File: config.mk
export PLATFORM = sky130hd
export DESIGN_NAME = cmp_sort_ctrl_flat
export DESIGN_NICKNAME = d
export VERILOG_FILES = /design/src/rtl/cmp_sort_ctrl_if.sv /design/src/rtl/cmp_sort_ctrl.sv /design/src/flat_wrapper.sv
export SDC_FILE = /design/constraint.sdc
export NUM_CORES = 1
export LEC_CHECK = 0
export ABC_AREA = 1
export CAP_MARGIN = 10
export CORE_AREA = 2 2 346 314
export DETAILED_ROUTE_END_ITERATION = 7
export DIE_AREA = 0 0 348 316
export PLACE_DENSITY = 0.43
export SLEW_MARGIN = 20
export SYNTH_ARGS = -nofsm -noshare
export SYNTH_HDL_FRONTEND = slang
export SYNTH_SLANG_ARGS = --single-unit
File: constraint.sdc
create_clock -name clk -period 11.7 [get_ports clk]
set_input_delay 1.755 -clock clk [delete_from_list [all_inputs] [get_ports clk]]
set_output_delay 1.755 -clock clk [all_outputs]
set_load 0.01 [all_outputs]
File: src/rtl/cmp_sort_ctrl_if.sv
// cmp_sort_ctrl_if: input and output word streams of the sorting engine.
//   in_valid/in_data/in_ready    : unsorted words into the engine
//   out_valid/out_data/out_ready : sorted words out of the engine, smallest first
// Modports: master = stream source/sink outside the engine, slave = the engine.
interface cmp_sort_ctrl_if;
   logic        in_valid;
   logic [31:0] in_data;
   logic        in_ready;
   logic        out_valid;
   logic [31:0] out_data;
   logic        out_ready;

   modport master (
      output in_valid, in_data, out_ready,
      input  in_ready, out_valid, out_data
   );

   modport slave (
      input  in_valid, in_data, out_ready,
      output in_ready, out_valid, out_data
   );
endinterface

File: src/rtl/cmp_sort_ctrl.sv
// checkbig: 32-bit unsigned magnitude comparator, q = a > b.
//   a, b : unsigned operands
//   q    : high when a is strictly greater than b
module checkbig (
   input  logic [31:0] a,
   input  logic [31:0] b,
   output logic        q
);
   assign q = a > b;
endmodule

// cmp_sort_ctrl: loads a frame of DEPTH words, bubble-sorts it in place (one compare per
// clock through a single shared checkbig), then streams it out in ascending order.
//   clk, rst    : clock, asynchronous active-high reset
//   sif         : input/output word streams (slave side)
//   busy        : high while sorting
//   sort_cycles : clocks spent in the most recent sort phase, saturating at 255
module cmp_sort_ctrl #(
   parameter int unsigned DEPTH = 8,
   parameter int unsigned CW    = 4
) (
   input  logic             clk,
   input  logic             rst,
   cmp_sort_ctrl_if.slave   sif,
   output logic             busy,
   output logic [7:0]       sort_cycles
);
   localparam int unsigned   AW      = $clog2(DEPTH);
   localparam logic [CW-1:0] One     = CW'(1);
   localparam logic [CW-1:0] LastIdx = CW'(DEPTH - 1);
   localparam logic [CW-1:0] LastJ0  = CW'(DEPTH - 2);

   typedef enum logic [1:0] {StLoad, StSort, StOut} state_e;

   state_e          state_q, state_d;
   logic [CW-1:0]   wr_q, wr_d;
   logic [CW-1:0]   rd_q, rd_d;
   logic [CW-1:0]   j_q, j_d;
   logic [CW-1:0]   pass_q, pass_d;
   logic            swapped_q, swapped_d;
   logic [7:0]      cyc_q, cyc_d;
   logic [31:0]     mem_q [DEPTH];
   logic [31:0]     mem_d [DEPTH];

   logic [CW-1:0]   j_nxt;
   logic [CW-1:0]   last_j;
   logic            gt;
   logic            swap_any;

   assign j_nxt  = j_q + One;
   assign last_j = LastJ0 - pass_q;

   checkbig u_checkbig (
      .a (mem_q[j_q[AW-1:0]]),
      .b (mem_q[j_nxt[AW-1:0]]),
      .q (gt)
   );

   // Swap seen anywhere in the current pass, including this clock's compare.
   assign swap_any = swapped_q | gt;

   always_comb begin
      state_d   = state_q;
      wr_d      = wr_q;
      rd_d      = rd_q;
      j_d       = j_q;
      pass_d    = pass_q;
      swapped_d = swapped_q;
      cyc_d     = cyc_q;
      mem_d     = mem_q;
      unique case (state_q)
         StLoad: begin
            if (sif.in_valid) begin
               mem_d[wr_q[AW-1:0]] = sif.in_data;
               if (wr_q == LastIdx) begin
                  state_d   = StSort;
                  wr_d      = '0;
                  j_d       = '0;
                  pass_d    = '0;
                  swapped_d = 1'b0;
                  cyc_d     = '0;
               end else begin
                  wr_d = wr_q + One;
               end
            end
         end
         StSort: begin
            if (gt) begin
               mem_d[j_q[AW-1:0]]   = mem_q[j_nxt[AW-1:0]];
               mem_d[j_nxt[AW-1:0]] = mem_q[j_q[AW-1:0]];
            end
            if (cyc_q != 8'hFF) begin
               cyc_d = cyc_q + 8'd1;
            end
            if (j_q == last_j) begin
               if (!swap_any || pass_q == LastJ0) begin
                  state_d = StOut;
                  rd_d    = '0;
               end else begin
                  pass_d    = pass_q + One;
                  j_d       = '0;
                  swapped_d = 1'b0;
               end
            end else begin
               j_d       = j_nxt;
               swapped_d = swap_any;
            end
         end
         StOut: begin
            if (sif.out_ready) begin
               if (rd_q == LastIdx) begin
                  state_d = StLoad;
                  rd_d    = '0;
                  wr_d    = '0;
               end else begin
                  rd_d = rd_q + One;
               end
            end
         end
         default: state_d = StLoad;
      endcase
   end

   always_ff @(posedge clk or posedge rst) begin
      if (rst) begin
         state_q   <= StLoad;
         wr_q      <= '0;
         rd_q      <= '0;
         j_q       <= '0;
         pass_q    <= '0;
         swapped_q <= 1'b0;
         cyc_q     <= '0;
         for (int i = 0; i < DEPTH; i++) begin
            mem_q[i] <= '0;
         end
      end else begin
         state_q   <= state_d;
         wr_q      <= wr_d;
         rd_q      <= rd_d;
         j_q       <= j_d;
         pass_q    <= pass_d;
         swapped_q <= swapped_d;
         cyc_q     <= cyc_d;
         mem_q     <= mem_d;
      end
   end

   assign sif.in_ready  = (state_q == StLoad);
   assign sif.out_valid = (state_q == StOut);
   assign sif.out_data  = (state_q == StOut) ? mem_q[rd_q[AW-1:0]] : '0;
   assign busy          = (state_q == StSort);
   assign sort_cycles   = cyc_q;
endmodule
File: src/flat_wrapper.sv
// flat-port wrapper written by rule: the top's interface ports become plain ports
module cmp_sort_ctrl_flat 
#(
   parameter int unsigned DEPTH = 8,
   parameter int unsigned CW    = 4
)
  (clk, rst, busy, sort_cycles, sif_in_valid, sif_in_data, sif_out_ready, sif_in_ready, sif_out_valid, sif_out_data);
  cmp_sort_ctrl_if sif_i ();
  input  logic clk;
  input  logic rst;
  output logic busy;
  output logic [7:0] sort_cycles;
  input wire logic [$bits(sif_i.in_valid)-1:0] sif_in_valid;
  input wire logic [$bits(sif_i.in_data)-1:0] sif_in_data;
  input wire logic [$bits(sif_i.out_ready)-1:0] sif_out_ready;
  output wire logic [$bits(sif_i.in_ready)-1:0] sif_in_ready;
  output wire logic [$bits(sif_i.out_valid)-1:0] sif_out_valid;
  output wire logic [$bits(sif_i.out_data)-1:0] sif_out_data;
  assign sif_i.in_valid = sif_in_valid;
  assign sif_i.in_data = sif_in_data;
  assign sif_i.out_ready = sif_out_ready;
  assign sif_in_ready = sif_i.in_ready;
  assign sif_out_valid = sif_i.out_valid;
  assign sif_out_data = sif_i.out_data;
  cmp_sort_ctrl #(.DEPTH(DEPTH), .CW(CW)) u_core (.clk(clk), .rst(rst), .sif(sif_i), .busy(busy), .sort_cycles(sort_cycles));
endmodule
# Word level (Yosys, flattened, before mapping)
# Cells that the tools add are included.
# totals
output_inout_bits	43
register_bits	283
in_bits	36
# op_classes
n_eq_ne	17
n_bitwise	5
mux	56
n_reduce_logical	16
order_cmp	8
add_sub_neg	6
# op_table
operator	n
256-bit bitwise mux	3
256-bit two-way mux	2
256-bit case mux with 2 select lines	1
32-bit two-way mux	10
32-bit binary-select mux with 3-bit select	3
32-bit demux with 3-bit select	3
4-bit two-way mux	14
32-bit > comparator	1
4-bit case mux with 2 select lines	4
8-bit two-way mux	3
4-bit by 1-bit adder with 4-bit output, second input constant	4
4-bit greater-or-equal comparator, second input constant	4
3-bit inverter with 4-bit output	4
8-bit case mux with 2 select lines	1
4-bit AND reduction	4
4-bit by 3-bit equality test with 1-bit output, second input constant	3
4-bit by 1-bit < comparator with 1-bit output, second input constant	3
2-bit two-way mux	6
2-bit by 1-bit inequality test with 1-bit output, second input constant	6
8-bit by 1-bit adder with 8-bit output, second input constant	1
8-bit inequality test, second input constant	1
2-bit inequality test, second input constant	3
2-bit case mux with 3 select lines	1
6-bit AND reduction	1
15 further kinds	22

# Logic depth before layout (Yosys ltp)
# depth
ltp_word	12
depth_mapped	29
depth_no_buf	27

# Cells and area by module
# A second synthesis with hierarchy kept.
# hier_totals
cells_unflattened	4855
hier_area_um2	26489.2
# by_module_without_submodules
mod	area_per_inst_um2	seq_area_each_um2	instances	cells_per_inst
cmp_sort_ctrl	25605.8	7081.8	1	4715
checkbig	883.3	0.0	1	140

# Worst setup path before layout
# Ideal clock, no wire load.
# synth_timing
kind	register to register
from	register u_core.j_q[0]
to	register u_core.mem_q[107] (netlist name)
t_arrival_ns	3.553
setup_ns	0.065
stages_incl_launch_ff	27
required_ns	11.635
setup_slack_ns	8.082
path_cell_list	dfrtp_1 > ha_1 > buf_2 > inv_2 > buf_2 > buf_4 > buf_2 > nand2_1 > nand2_1 > nand2_1 > nand2_2 > inv_1 > ha_1 > nand2_1 > inv_2 > nand3_1 > nor2_1 > nand2_1 > nand2_1 > nand2_1 > nand2_1 > nand2_1 > o21ai_1 > clkbuf_1 > clkbuf_1 > nand3_1 > nand2_1
# synth_via
elab_chain_cells	9
# synth_lines
item	line	source
start: declaration	cmp_sort_ctrl.sv:38	logic [CW-1:0] j_q, j_d;
start signal: assignment	cmp_sort_ctrl.sv:140	j_q <= j_d;
parallel branches: the longest is 9 deep, another holds 32-bit > comparator	--	
end signal: assignment	cmp_sort_ctrl.sv:144	mem_q <= mem_d;
end: declaration	cmp_sort_ctrl.sv:42	logic [31:0] mem_q [DEPTH];
# Several ways; the timed one is not identified. The select of a mux whose other input is x is not followed.
# A chain may end at the register's enable or synchronous reset.

# Worst setup path after layout
# layout_timing
from	register u_core.j_q[0]
to	register u_core.mem_q[143] (netlist name)
# Same word-level chain as after synthesis.

==> summary.md <==
| Metric | Value |
|---|---|
| Status | `finished, final reports clean` |
| Crit. End Element | `flop` |
| Tightest Hold Check Type | `flop to flop` |
| Gpl congestion | `0.8472` |
| Worst Path Arrival | `7.63 ns` |
| Final ANT Viol Nets | `0` |
| Htree depth | `2` |
| Yosys Warn Count | `0` |
| RSZ-0062 raised after global routing | `false` |
| Hold Path Depth | `2` |
| Area Growth Syn to Fin | `12.37%` |
| Share of cells above drive strength 1 | `0.06397` |
| Final min period | `7.132 ns` |
| Commonest cells after routing, fill and taps aside | `2189 x nand2_1, 286 x nand3_1, 283 x o21ai_0, 280 x dfrtp_1, 245 x o21ai_1` |
| Antenna violations before repair | `1` |
| Drt via density | `5.180` |
| TritonCTS Buffers | `41` |
| IO buf count | `78` |
| Final core occ | `0.2677` |
| Reg clk slew, reported paths | `0.06 ns` |
| Netlist cell types | `54` |
| Total gr overflow | `0` |
| MaxCap Viol Count | `0` |
| Post-synthesis adder-cell area fraction | `0.01923` |
| Combinational family with the most area after synthesis | `simple AND/OR/NAND/NOR gates` |
| Std-Cell Core Area | `0.1066 mm²` |
| Fmax | `140.2 MHz` |
| Placed cell count | `5621` |
| Seq cells post-synth | `283` |
| CTS tree | `done` |
| Simple-gate portion of the synthesized area | `0.4290` |
| Vias in the first global route | `27127` |
| Starting Density | `0.2382` |
| First-pass GRT wire length | `196400 µm` |
| Worst r2r path cells | `23` |
| TritonRoute pass-1 iters | `6` |
| Hold path startpoint | `u_core.mem_q[73]$_DFFE_PP0P_` |
| Final hold vios | `0` |
| Largest net degree at the start of global routing | `132` |
| Cts hold-fix bufs | `0` |
| Slew Viols, Final | `0` |
| Die Span X | `348 µm` |
| First-iteration detailed-routing DRC count | `3500` |
| Dpl hpwl | `75560 µm` |
| Cts repair resizes | `0` |
| Synth Flop Type | `dfrtp_1` |
| Drt drc | `0` |
| Compound-Gate Fraction of Synth Area | `0.1771` |
| Async SR Flop Fraction | `1.000` |
| Post-Synthesis Net Count | `4475` |
| Synth Cell Area | `0.02538 mm²` |
| Most common cell after layout, fill and taps aside | `nand2_1` |
| Non-Filler Instances | `5691` |
| Syn Inst Count | `4400` |
| Via count | `29481` |
| Crit path from | `u_core.j_q[0]$_DFFE_PP0P_` |
| Global-route usage over all layers | `0.2407` |
| Slew at the pin closest to its max-slew limit | `1.241 ns` |
| CTS sink count | `283` |
| Sequential element share of the synthesized area | `0.2790` |
| Syn_area_per_cell | `5.768 µm²` |
| Startpoint types | `flop` |
| Kind of critical path | `flop to flop` |
| # Post-CTS Setup Buffers | `0` |
| Post-Route WL | `134800 µm` |
| Final setup fails | `0` |
| Critical R2R Launch | `u_core.j_q[0]$_DFFE_PP0P_` |
| Die Y | `316 µm` |
| Num rows | `114` |
| Buffer depth of the longest clock path | `3` |
| Clock Tree Root | `clkbuf_16` |
| Slew headroom | `0.1695` |
| Layout Nets | `4347` |
| Mux share of post-synthesis cell area | `0` |
| Clock Latency Late Sink | `0.64 ns` |
| I/O pin count | `79` |
| Die area | `0.1100 mm²` |
| Max FO, Critical Path | `131` |
| Clock Skews | `0.04740 ns` |
| Ant diodes | `0` |
| Post-synthesis xor/xnor area fraction | `0.002416` |
| DR WL/cell | `23.68 µm` |
| Post-synth EDFFs | `0` |
| Fin crit share | `0.6095` |
| Worst EP required | `12.20 ns` |
| Setup TNS | `0 ns` |
==> sequential cells by signal, indices dropped and copies added, names as in the netlist <==
| register | flops |
|---|---|
| u_core.pass_q | 4 |
| u_core.wr_q | 4 |
| u_core.mem_q | 256 |
| u_core.state_q | 2 |
| u_core.rd_q | 4 |
| u_core.swapped_q | 1 |
| u_core.sort_cycles | 8 |
| u_core.j_q | 4 |
==> synth_stat cells (6+ instances only) <==
cell type	n	area, µm²
a22oi_1	23	172.7
o211ai_1	27	202.7
o22ai_1	14	87.58
inv_2	39	146.4
nor3_1	10	50.05
or2_1	16	100.1
o21ai_0	283	1416
a31oi_1	29	181.4
buf_1	42	157.7
ha_1	39	488.0
inv_1	197	739.5
a211oi_1	6	45.04
buf_2	104	520.5
nand2_2	18	112.6
dfrtp_1	283	7082
xor2_1	6	52.55
nand3_1	289	1446
o221ai_1	8	70.07
buf_4	20	150.1
nand4_2	7	87.58
a21oi_1	168	840.8
nand2_1	2195	8239
buf_6	9	101.4
clkbuf_1	137	514.2
nor2_1	110	412.9
o21ai_1	246	1231
nand3_2	14	140.1
==> final cells by class <==
cell class / instances / area (µm²)
inverter: 240 / 928.4
clock buffer: 54 / 1155
clock inverter: 16 / 191.4
tap: 1392 / 1742
sequential: 283 / 7093
timing repair buffer: 142 / 1286
multi-input combinational: 3564 / 16120
fill: 12032 / 78030
==> routing by layer <==
metal  up-vias  GRT usage  wire length (µm)
li1      13873          -                 -
met1     13966     0.3443             61310
met2      1398     0.3677             57370
met3       244    0.03612             11230
met4         0    0.08304              4852
met5         -          0                 0
==> logic make-up (layout without fill, tap and decap cells) <==
family / after synthesis / after routing
AOI/OAI and AO/OA: 828 / 828
adders and majority gates: 39 / 39
buffers and inverters: 553 / 452
DFF: 283 / 283
xor gates and xnor gates: 7 / 7
and+or+nand+nor: 2690 / 2690
==> path summary, 6_finish.rpt <==
check                                                    endpoint  slack (ns)
worst max-delay path                u_core.mem_q[143]$_DFFE_PP0P_        4.57
worst min-delay path                 u_core.mem_q[73]$_DFFE_PP0P_        0.47
worst max register to register      u_core.mem_q[143]$_DFFE_PP0P_        4.57
worst min register to register       u_core.mem_q[73]$_DFFE_PP0P_        0.47
max in group asynchronous             u_core.mem_q[1]$_DFFE_PP0P_        7.77
min in group asynchronous       u_core.sort_cycles[6]$_DFFE_PP0P_        1.65
==> per-stage QoR <==
step	hold slack (ns)	setup slack (ns)	instance area, µm²
3_3_place_gp	0.4569	4.725	27170
4_1_cts	0.4737	4.695	28520
2_1_floorplan	0.4419	2.138	25380
3_5_place_dp	0.4591	4.716	27170
6_report	0.4713	4.568	28520
5_1_grt	0.4975	4.306	28520
==> critical path, stage by stage, from the launching register on <==
cell	delay [ns]
dfrtp_4	0.72
bufinv_8	0.61
nand3_4	0.60
inv_2	0.76
buf_4	0.50
nand2_1	0.10
o221ai_1	0.09
a21oi_1	0.06
nand2_1	0.35
ha_1	0.22
nand2_1	0.07
inv_2	0.05
nand3_1	0.12
nor2_1	0.26
nand2_1	0.08
nand2_1	0.10
nand2_1	0.06
nand2_1	0.05
nand2_1	0.11
o21ai_4	0.19
buf_12	0.58
nand2_2	0.85
nand2_1	0.27
nand2_1	0.07
Power is left out: the tool's default activity adds up to more than one toggle a clock period on the data nets, which glitch-free logic cannot reach.
